File: config.mk
export PLATFORM = sky130hd
export DESIGN_NAME = a429_rx_filter_mc
export DESIGN_NICKNAME = d
export VERILOG_FILES = /design/src/rtl/a429_rx_filter_mc.sv
export SDC_FILE = /design/constraint.sdc
export NUM_CORES = 1
export LEC_CHECK = 0
export ABC_CLOCK_PERIOD_IN_PS = 2540
export CORE_ASPECT_RATIO = 0.5
export CORE_MARGIN = 5
export CORE_UTILIZATION = 59
export CTS_BUF_LIST = sky130_fd_sc_hd__clkbuf_16
export CTS_CLUSTER_SIZE = 16
export DETAILED_ROUTE_END_ITERATION = 16
export PLACE_DENSITY_LB_ADDON = 0.1
export SKIP_CTS_REPAIR_TIMING = 1
export SYNTH_ARGS = -nofsm -noshare
export SYNTH_HDL_FRONTEND = slang
export SYNTH_SLANG_ARGS = --single-unit
File: constraint.sdc
create_clock -name clk_i -period 2.54 [get_ports clk_i]
set_input_delay 0.508 -clock clk_i [delete_from_list [all_inputs] [get_ports clk_i]]
set_output_delay 0.508 -clock clk_i [all_outputs]
set_load 0.01 [all_outputs]
File: src/rtl/a429_rx_filter_mc.sv
// a429_rx_filter_mc: multi-channel, dual-rail ARINC429 receive deglitch filter.
// Each HI/LO rail has a persistence-window FSM. Each channel has a saturating
// glitch counter and a sticky illegal-state (HI and LO both high) flag.
// Optional build macro: A429_RX_FILTER_SYNC_EN puts a 2-flop synchroniser on
// every raw rail input. This adds 2 cycles to every latency.
//
// state | meaning
// IDLE  | output stable; window counter preloaded with T-2 for the current speed
// CHECK | input differs from output; counting down the persistence window
module a429_rx_filter_mc #(
    parameter int CHANNELS   = 4,
    parameter int CLOCK_KHZ  = 100000,
    parameter int FILT_NS_HS = 3000,
    parameter int FILT_NS_LS = 24000,
    parameter int GCW        = 8
) (
    input  logic                    clk_i,
    input  logic                    rst_i,
    input  logic [CHANNELS-1:0]     spd_i,
    input  logic [CHANNELS-1:0]     hi_i,
    input  logic [CHANNELS-1:0]     lo_i,
    input  logic [CHANNELS-1:0]     clr_i,
    output logic [CHANNELS-1:0]     hi_o,
    output logic [CHANNELS-1:0]     lo_o,
    output logic [CHANNELS-1:0]     err_o,
    output logic [CHANNELS*GCW-1:0] glitch_cnt_o
);

    // The product is computed in 64 bits because it overflows 32-bit int for slow windows.
    localparam int T_HS  = int'(longint'(CLOCK_KHZ) * longint'(FILT_NS_HS) / 64'd1000000);
    localparam int T_LS  = int'(longint'(CLOCK_KHZ) * longint'(FILT_NS_LS) / 64'd1000000);
    localparam int T_MAX = (T_HS > T_LS) ? T_HS : T_LS;
    // One extra bit so that the counter MSB marks the underflow.
    localparam int CW    = $clog2(T_MAX) + 1;
    localparam int R     = 2 * CHANNELS;

    localparam logic [CW-1:0] LOAD_HS = CW'(T_HS - 2);
    localparam logic [CW-1:0] LOAD_LS = CW'(T_LS - 2);

    if (T_HS < 2 || T_LS < 2) begin : g_bad_window
        $error("a429_rx_filter_mc: persistence window must be at least 2 cycles");
    end
    if (CHANNELS < 1 || CHANNELS > 16) begin : g_bad_channels
        $error("a429_rx_filter_mc: CHANNELS must be 1..16");
    end

    typedef enum logic {IDLE = 1'b0, CHECK = 1'b1} rail_state_t;

    // Rails 0..CHANNELS-1 are HI, rails CHANNELS..2*CHANNELS-1 are LO.
    logic [R-1:0] rail_raw;
    logic [R-1:0] rail_in;
    logic [R-1:0] rail_out;
    logic [R-1:0] abort;

    assign rail_raw = {lo_i, hi_i};

`ifdef A429_RX_FILTER_SYNC_EN
    logic [R-1:0] sync1;
    logic [R-1:0] sync2;

    // Two-flop synchroniser on every raw rail.
    always_ff @(posedge clk_i or negedge rst_i) begin
        if (!rst_i) begin
            sync1 <= '0;
            sync2 <= '0;
        end else begin
            sync1 <= rail_raw;
            sync2 <= sync1;
        end
    end
    assign rail_in = sync2;
`else
    assign rail_in = rail_raw;
`endif

    for (genvar r = 0; r < R; r++) begin : g_rail
        localparam int CH = r % CHANNELS;
        rail_state_t   state;
        logic [CW-1:0] cnt;
        logic [CW-1:0] cnt_dec;
        logic          out_q;

        assign cnt_dec     = cnt - CW'(1);
        assign abort[r]    = (state == CHECK) && (rail_in[r] == out_q);
        assign rail_out[r] = out_q;

        // Persistence window: the output toggles on the T-th consecutive differing sample.
        always_ff @(posedge clk_i or negedge rst_i) begin
            if (!rst_i) begin
                state <= IDLE;
                cnt   <= '0;
                out_q <= 1'b0;
            end else begin
                case (state)
                    IDLE: begin
                        cnt <= spd_i[CH] ? LOAD_HS : LOAD_LS;
                        if (rail_in[r] != out_q) begin
                            state <= CHECK;
                        end
                    end
                    CHECK: begin
                        if (rail_in[r] == out_q) begin
                            state <= IDLE;
                        end else begin
                            cnt <= cnt_dec;
                            if (cnt_dec[CW-1]) begin
                                out_q <= ~out_q;
                                state <= IDLE;
                            end
                        end
                    end
                    default: state <= IDLE;
                endcase
            end
        end
    end

    assign hi_o = rail_out[CHANNELS-1:0];
    assign lo_o = rail_out[R-1:CHANNELS];

    for (genvar c = 0; c < CHANNELS; c++) begin : g_chan
        logic [GCW-1:0] gcnt;
        logic [GCW:0]   gsum;
        logic           err_q;

        assign gsum = {1'b0, gcnt} + (GCW+1)'(abort[c]) + (GCW+1)'(abort[c+CHANNELS]);

        // Saturating glitch counter; a clear wins over a same-cycle increment.
        always_ff @(posedge clk_i or negedge rst_i) begin
            if (!rst_i) begin
                gcnt <= '0;
            end else if (clr_i[c]) begin
                gcnt <= '0;
            end else if (gsum[GCW]) begin
                gcnt <= '1;
            end else begin
                gcnt <= gsum[GCW-1:0];
            end
        end

        // Sticky illegal-state flag; it is set again after a clear if the condition persists.
        always_ff @(posedge clk_i or negedge rst_i) begin
            if (!rst_i) begin
                err_q <= 1'b0;
            end else if (clr_i[c]) begin
                err_q <= 1'b0;
            end else begin
                err_q <= err_q | (rail_out[c] & rail_out[c+CHANNELS]);
            end
        end

        assign err_o[c]                  = err_q;
        assign glitch_cnt_o[c*GCW +: GCW] = gcnt;
    end

endmodule

==> impl_metrics.csv, run 1 <==
group,metric,value,unit
layout,fin_nets,927,
placement,dpl.hpwl,11300,um
clocking,ctsRootBufferMaster,"clkbuf_16",
synth,syn_avg_cell_area,10.2,um^2
die,io_pins,62,
placement,portBuffers,61,
setup_path,crit_fanout,3,
clocking,cts-htree-levels,4,
synth,ys_seq_area_share,48.6,%
setup_path,reg2reg_slack,0.21,ns
synth,syn_nets,822,
global_route,overflow,0,
sta,tns,0,ns
setup_path,critPathArrivalTime,2.64,ns
synth,synth-seq-cells,156,
drt,drc,0,
clocking,cts-buffers-inserted,17,
sta,fin_crit,2.33,ns
power_and_ir_drop,vdd_drop_max,0.382,mV
setup_path,crit_end,"g_chan[0].gcnt[7]$_DFF_PN0_",
setup_path,path_depth,8,
global_route,grt_util_all_layers,21.2,%
sta,finalHoldViolations,0,
sta,rsz0062_at_grt,"no",
die,start_util,59.8,%
drt,wl_per_cell,14.8,um
sta,setup_viol,0,
synth,yosysTopAreaCell,"dfrtp_1",
drt,drtPass1Iterations,4,
synth,async_flop_share,100,%
sta,slew_headroom,59.1,%
layout,n_antenna_cell,0,
global_route,grt_max_degree,66,
clocking,clock-sinks,156,
die,core-area,13400,um^2
job,maxCapViolCount,0,
drt,drtIter0Drc,294,
layout,fillers,967,
placement,gp_congestion,0.835,
power_and_ir_drop,leakage,4.01,nW
layout,final_common_cell,"dfrtp_1",
drt,drt-total-wl,16000,um
clocking,path_clk_slew,0.07,ns
placement,dp_cells,1050,
power_and_ir_drop,total_power,6.94,mW
setup_path,worstReg2RegEnd,"g_rail[1].out_q$_DFFE_PN0P_",
synth,netlist_instances,788,
global_route,antenna_found_initial,0,
clocking,clk_latency,0.42,ns
setup_path,start_kind,"primary input",
synth,synth_edf_count,0,
drt,final_antenna_net_count,0,
synth,yosysUniqueCellTypes,50,
setup_path,worst-path-buf-inv,2,
synth,synth_flop_cell,"dfrtp_1",
layout,design_area,9710,um^2
synth,netlist_area,8040,um^2
layout,final_cells,1082,
hold_path,hold_path_class,"in2async",
sta,drv_slew,0,
setup_path,crit_slowest_cell,"or4b_2",
setup_path,worstSetupPathType,"in2reg",
synth,synth_area_leaders,"dfrtp_1 49%, xnor2_1 5.7%, xor2_1 3.9%",
clocking,cts_tree,"done",
status,status,"finished, final reports clean",
global_route,grt_pass1_vias,6162,
drt,vias,6068,
setup_path,crit_chain,"clkdlybuf4s50_1, xnor2_1, nand2_1, fa_1, inv_1, nand3_1, or4b_2, o211a_1",
placement,place_area,9150,um^2
setup_path,critPathMaxStageDelay,0.61,ns
power_and_ir_drop,p_per_area,714,nW/um^2
setup_path,required,2.84,ns
setup_path,rr_startpoint,"g_rail[1].cnt[0]$_DFFE_PN0P_",
die,die_h,92.5,um
sta,worst_pin_slew,0.613,ns
setup_path,critPathLaunch,"lo_i[0]",
setup_path,cpLargestDelayFamily,"simple AND/OR/NAND/NOR gates",
layout,final_cell_mix,"156 x dfrtp_1, 62 x nand2_1, 60 x clkdlybuf4s50_1, 59 x a21oi_1, 53 x nor2_1",
layout,drive_above_1_share,12.4,%
synth,synth_warnings,0,
drt,via_per_inst,5.61,
layout,syn2layout_area_growth,20.8,%
die,rows,30,
synth,synth_top_area_share,48.6,%
sta,fin_hold_ws,0.0751,ns
die,die_w,175,um
sta,fmax,0.429,GHz
clocking,clock_path_buffers,2,
die,die_area,16200,um^2
setup_path,ff2ff_path_depth,6,
setup_path,cp-end-kind,"flop",
sta,skew,0.00983,ns
global_route,grt_first_pass_wirelength,28600,um
sta,finalCritPeriodShare,91.9,%
[logic make-up after synthesis]
family / after synthesis / share of synthesized area, %
simple gates: 330 / 24.0
xor+xnor: 90 / 9.99
mux: 24 / 3.11
buf+inv: 61 / 3.41
fa+ha+maj: 16 / 2.86
compound gates: 111 / 8.08
flops: 156 / 48.6
[synth_stat cells (12+ instances only)]
master and instances:
nand2b_1 17, nand3_1 25, buf_4 12, nor2b_1 17, mux2i_1 16, and2_1 19, inv_1 33, xor2_1 36
ha_1 12, and3_1 13, nor2_1 53, nand4_1 16, nand2_1 62, xnor2_1 52, nor3_1 22, a21oi_1 59
clkbuf_1 16, nor4_1 21, o21ai_0 14, dfrtp_1 156
[report_power, final]
part | total (mW) | switching (mW) | internal [mW] | leakage [nW]
Clock | 2.44 | 1.08 | 1.36 | 0.268
Combinational | 1.38 | 0.728 | 0.656 | 1.83
Sequential | 3.11 | 0.323 | 2.79 | 1.91
[layer usage]
layer	vias up	share of wire, %	global-route usage [%]
li1	3002	-	-
met1	2964	47	28.4
met2	90	48	35.3
met3	12	3.7	4.08
met4	0	0.70	6.53
met5	-	0	0
[worst min path at each step]
| stage | endpoint | start | cells after the start | slack (ns) |
|---|---|---|---|---|
| 2_1_floorplan | g_chan[0].err_q$_DFF_PN0_ | rst_i | 0 | 0.21 |
| 4_1_cts | g_rail[2].cnt[6]$_DFFE_PN0P_ | rst_i | 1 | 0.09 |
| 5_1_grt | g_rail[2].cnt[6]$_DFFE_PN0P_ | rst_i | 1 | 0.13 |
| 6_report | g_rail[2].cnt[6]$_DFFE_PN0P_ | rst_i | 1 | 0.08 |
| 3_5_place_dp | g_chan[1].err_q$_DFF_PN0_ | g_chan[1].err_q$_DFF_PN0_ | 2 | 0.50 |
| 3_3_place_gp | g_chan[0].err_q$_DFF_PN0_ | g_chan[0].err_q$_DFF_PN0_ | 2 | 0.48 |
[area by class of cell]
class | instances | area, um^2 | area share, %
flip-flops and latches | 156 | 3900 | 40.2
multi-input cells | 571 | 3860 | 39.8
repair buffers | 114 | 1030 | 10.7
clock buffers | 17 | 425 | 4.38
well taps | 176 | 220 | 2.27
clock inverters | 15 | 140 | 1.44
inverters | 33 | 124 | 1.28
[flip-flops by register name, summed over array words and instances, names as in the netlist]
register,cells
g_chan.gcnt,32
g_rail.cnt,104
g_rail.state,8
g_chan.err_q,4
g_rail.out_q,8
[per-stage QoR]
stage | setup slack [ns] | utilization, %
floorplan | 0.214 | -
global placement | -0.162 | 68.1
detailed placement | -0.222 | 68.1
CTS | 0.198 | 72.3
global route | 0.110 | 72.3
finish | 0.207 | 72.3
No activity file was read; power rests on OpenSTA's default activity.
==> run 2, diff against run 1 <==
- CAP_MARGIN: not set -> 0
- CORE_ASPECT_RATIO: 0.5 -> not set
- CTS_CLUSTER_SIZE: 16 -> not set
==> impl_metrics.csv, run 2 (synthesized netlist as in run 1, its figures left out) <==
group,metric,value,unit
setup_path,cpLargestDelayFamily,"simple AND/OR/NAND/NOR gates",
clocking,cts_tree,"done",
status,status,"finished, final reports clean",
global_route,overflow,0,
setup_path,crit_slowest_cell,"or4b_2",
drt,vias,6129,
drt,drtIter0Drc,388,
setup_path,start_kind,"primary input",
setup_path,crit_chain,"clkdlybuf4s50_1, xnor2_1, nand2_1, fa_1, inv_1, nand3_1, or4b_2, o211a_1",
layout,design_area,9670,um^2
layout,syn2layout_area_growth,20.2,%
hold_path,hold_path_class,"in2async",
setup_path,critPathArrivalTime,2.71,ns
sta,fmax,0.416,GHz
die,io_pins,62,
sta,finalCritPeriodShare,94.6,%
layout,n_antenna_cell,0,
setup_path,required,2.85,ns
layout,fin_nets,922,
layout,fillers,965,
die,start_util,60.5,%
die,rows,42,
sta,finalHoldViolations,0,
placement,portBuffers,61,
drt,final_antenna_net_count,0,
die,die_w,127,um
drt,via_per_inst,5.69,
sta,slew_headroom,61.6,%
sta,fin_hold_ws,0.0187,ns
layout,top_register,"g_rail.cnt",
power_and_ir_drop,switching_power,2.06,mW
power_and_ir_drop,vdd_drop_max,0.409,mV
placement,place_area,9110,um^2
placement,dp_cells,1045,
setup_path,critPathMaxStageDelay,0.62,ns
clocking,cts-htree-levels,4,
power_and_ir_drop,p_int,4.87,mW
drt,wl_per_cell,15.3,um
setup_path,worstSetupPathType,"in2reg",
layout,regArea,3900,um^2
placement,gp_congestion,0.822,
sta,worst_pin_slew,0.571,ns
global_route,antenna_found_initial,0,
global_route,grt_pass1_vias,6231,
sta,drv_slew,0,
sta,fin_crit,2.40,ns
sta,skew,0.00571,ns
clocking,clk_latency,0.42,ns
die,core-area,13300,um^2
setup_path,worst-path-buf-inv,2,
layout,final_cell_mix,"156 x dfrtp_1, 62 x nand2_1, 60 x clkdlybuf4s50_1, 59 x a21oi_1, 53 x nor2_1",
drt,drc,0,
sta,rsz0062_at_grt,"no",
layout,largest_reg_flops,104,
drt,drt-total-wl,16500,um
clocking,ctsRootBufferMaster,"clkbuf_16",
power_and_ir_drop,sw_frac_of_total,29.7,%
placement,dpl.hpwl,11600,um
layout,final_common_cell,"dfrtp_1",
clocking,cts-buffers-inserted,17,
sta,setup_viol,0,
layout,final_core_util,72.7,%
power_and_ir_drop,p_clk_share,34.9,%
drt,drtPass1Iterations,4,
power_and_ir_drop,leakage,3.99,nW
global_route,grt_max_degree,59,
clocking,clock_path_buffers,2,
die,die_h,127,um
layout,drive_above_1_share,11.8,%
clocking,path_clk_slew,0.06,ns
layout,final_cells,1077,
power_and_ir_drop,p_per_area,716,nW/um^2
clocking,clock-sinks,156,
global_route,grt_util_all_layers,21.4,%
setup_path,reg2reg_slack,0.22,ns
power_and_ir_drop,comb_power_share,19.9,%
layout,reg_top3,"g_rail.cnt: 104 flops, g_chan.gcnt: 32 flops",
setup_path,cp-end-kind,"flop",
power_and_ir_drop,total_power,6.92,mW
die,die_area,16100,um^2
job,maxCapViolCount,0,
layout,multi_input_area,3860,um^2
global_route,grt_first_pass_wirelength,28800,um
setup_path,crit_fanout,3,
power_and_ir_drop,p_seq_share,45.2,%
run 2: per-stage QoR:
step | setup TNS, ns | setup WS [ns]
floorplan | 0 | 0.214
global placement | -1.41 | -0.167
detailed placement | -3.42 | -0.281
CTS | 0 | 0.139
global route | 0 | 0.0255
finish | 0 | 0.138
run 2: path summary, 6_finish.rpt:
kind                                        startpoint                            to  cells past startpoint
setup / recovery                               hi_i[0]   g_chan[0].gcnt[7]$_DFF_PN0_                      8
max in group asynchronous                        rst_i  g_rail[3].cnt[2]$_DFFE_PN0P_                      2
min in group clk_i           g_chan[3].err_q$_DFF_PN0_     g_chan[3].err_q$_DFF_PN0_                      2
hold reg to reg              g_chan[3].err_q$_DFF_PN0_     g_chan[3].err_q$_DFF_PN0_                      2
hold / removal                                   rst_i  g_rail[4].cnt[3]$_DFFE_PN0N_                      1
setup reg to reg           g_rail[3].out_q$_DFFE_PN0P_   g_chan[3].gcnt[0]$_DFF_PN0_                      8
run 2: power groups by stage:
stage | logic, mW | clock network, mW | registers (mW)
2_1_floorplan | 0.845 | 0 | 3.13
3_3_place_gp | 1.30 | 0 | 3.14
3_5_place_dp | 1.38 | 0 | 3.16
4_1_cts | 1.39 | 2.46 | 3.13
5_1_grt | 1.55 | 2.57 | 3.18
6_report | 1.38 | 2.41 | 3.13
run 2: per-layer routing:
metal | vias up | part of all wire (%) | track usage, %
met5 | - | 0 | 0
met4 | 0 | 1.2 | 7.32
met3 | 18 | 3.4 | 4.46
met2 | 122 | 49 | 34.9
met1 | 3018 | 46 | 28.8
li1 | 2971 | - | -
run 2: layout make-up:
| class | count | area share [%] |
|---|---|---|
| clock buffer | 17 | 4.40 |
| clock inverter | 15 | 1.38 |
| inverter | 33 | 1.28 |
| multi-input combinational | 571 | 40.0 |
| sequential | 156 | 40.4 |
| tap | 176 | 2.28 |
| timing repair buffer | 109 | 10.3 |
==> run 3, diff against run 2 <==
- CELL_PAD_IN_SITES_DETAIL_PLACEMENT: not set -> 1
- CELL_PAD_IN_SITES_GLOBAL_PLACEMENT: not set -> 2
- CORE_UTILIZATION: 59 -> 38
- SETUP_SLACK_MARGIN: not set -> 0.1
==> impl_metrics.csv, run 3 (synthesized netlist as in run 1, its figures left out) <==
group,metric,value,unit
sta,skew,0.00944,ns
layout,final_cells,1181,
drt,drc,0,
layout,syn2layout_area_growth,23.1,%
setup_path,crit_fanout,4,
clocking,cts_tree,"done",
placement,dp_cells,1149,
sta,fin_ws,0.183,ns
setup_path,required,2.86,ns
layout,final_cell_mix,"155 x dfrtp_1, 62 x nand2_1, 57 x a21oi_1, 56 x clkdlybuf4s50_1, 53 x nor2_1",
die,start_util,38.4,%
sta,fmax,0.424,GHz
drt,vias,6250,
global_route,grt_first_pass_wirelength,34400,um
layout,fin_nets,927,
sta,rsz0062_at_grt,"yes",
setup_path,critPathMaxStageDelay,0.52,ns
sta,drv_slew,0,
placement,gp_congestion,0.775,
layout,final_common_cell,"dfrtp_1",
layout,drive_above_1_share,13.2,%
global_route,overflow,0,
hold_path,hold_path_class,"in2async",
drt,via_per_inst,5.29,
global_route,grt_max_degree,65,
setup_path,critPathArrivalTime,2.68,ns
drt,drt-total-wl,19400,um
layout,largest_reg_flops,104,
clocking,clock-sinks,156,
drt,final_antenna_net_count,0,
layout,fillers,2337,
global_route,antenna_found_initial,0,
die,core-area,21000,um^2
drt,drtIter0Drc,266,
setup_path,crit_chain,"inv_1, ha_1, or3b_2, nor4_4, mux2i_2, mux2_2",
sta,slew_headroom,56.7,%
placement,portBuffers,61,
die,die_h,155,um
sta,finalCritPeriodShare,92.8,%
placement,dpl_worst_slack,-0.315,ns
drt,drtPass1Iterations,4,
global_route,grt_pass1_vias,6887,
clocking,path_clk_slew,0.07,ns
die,io_pins,62,
layout,n_antenna_cell,0,
die,die_area,24200,um^2
die,die_w,155,um
die,rows,53,
power_and_ir_drop,p_per_area,707,nW/um^2
setup_path,start_kind,"flop",
sta,setup_viol,0,
placement,dpl.hpwl,13700,um
power_and_ir_drop,leakage,4.08,nW
setup_path,cp-end-kind,"flop",
clocking,cts-buffers-inserted,17,
clocking,clock_path_buffers,2,
power_and_ir_drop,vdd_drop_max,0.448,mV
clocking,clk_latency,0.44,ns
status,status,"finished, final reports clean",
drt,wl_per_cell,16.4,um
sta,fin_crit,2.36,ns
layout,top_register,"g_rail.cnt",
sta,finalHoldViolations,0,
job,maxCapViolCount,0,
sta,tns,0,ns
setup_path,worstSetupPathType,"reg2reg",
global_route,grt_util_all_layers,17.0,%
setup_path,crit_slowest_cell,"or3b_2",
layout,reg_top3,"g_rail.cnt: 104 flops, g_chan.gcnt: 32 flops",
clocking,ctsRootBufferMaster,"clkbuf_16",
clocking,cts-htree-levels,4,
sta,worst_pin_slew,0.645,ns
-- run 3: changes by cell type in the layout (fill, tap and decap cells not counted), moves of 2 or more --
cell / change
buf_4: +5
clkdlybuf4s50_1: -4
inv_6: +4
a21oi_2: +2
xnor2_1: -6
xnor2_2: +6
a21oi_1: -2
clkinv_2: -4
dlymetal6s2s_1: +4
clkinv_1: +2
-- run 3: cell type report --
cell class,count,area [um^2],area share [%]
clock inverter,15,124,1.25
multi-input combinational,571,3930,39.7
inverter,33,124,1.25
sequential,156,3910,39.5
tap,275,344,3.48
timing repair buffer,114,1040,10.6
clock buffer,17,425,4.30
-- run 3: per-stage QoR --
stage	util, %	area [um^2]	power (mW)	hold slack, ns
floorplan	-	8040	3.97	0.212
global placement	44.2	9270	4.51	0.479
detailed placement	44.2	9270	4.60	0.493
CTS	46.9	9820	7.10	0.0834
global route	47.2	9890	7.46	0.110
finish	47.2	9890	7.00	0.0422
-- run 3: final timing paths --
path / endpoint / cells past startpoint / from / slack, ns
min in group clk_i: g_rail[2].out_q$_DFFE_PN0P_ / 2 / hi_i[2] / 0.48
hold reg to reg: g_chan[1].err_q$_DFF_PN0_ / 2 / g_chan[1].err_q$_DFF_PN0_ / 0.50
setup reg to reg: g_rail[3].out_q$_DFFE_PN0P_ / 6 / g_rail[3].cnt[0]$_DFFE_PN0P_ / 0.18
setup / recovery: g_rail[3].out_q$_DFFE_PN0P_ / 6 / g_rail[3].cnt[0]$_DFFE_PN0P_ / 0.18
hold / removal: g_rail[4].cnt[0]$_DFFE_PN0N_ / 1 / rst_i / 0.04
max in group asynchronous: g_rail[7].cnt[2]$_DFFE_PN0N_ / 2 / rst_i / 1.77
-- run 3: report_power, final --
| part | internal (mW) | switching [mW] | total [mW] |
|---|---|---|---|
| clock network | 1.34 | 1.10 | 2.45 |
| logic | 0.665 | 0.754 | 1.42 |
| registers | 2.79 | 0.343 | 3.13 |
| total | 4.80 | 2.20 | 7.00 |
-- run 3: layer usage --
layer  up-vias  GRT usage, %  routed length [um]
met4         0          4.21                 181
met1      3181          22.4                8870
met5         -             0                   0
met3        16          4.17                 609
met2        79          28.4                9700
li1       2974             -                   -
-- run 3: worst max-delay path, delay by kind of cell (launching register included) --
kind | cells | cell delay [ns]
adders and majority gates | 1 | 0.24
and+or+nand+nor | 2 | 0.83
DFF | 1 | 0.41
buffers and inverters | 1 | 0.09
muxes | 2 | 0.68
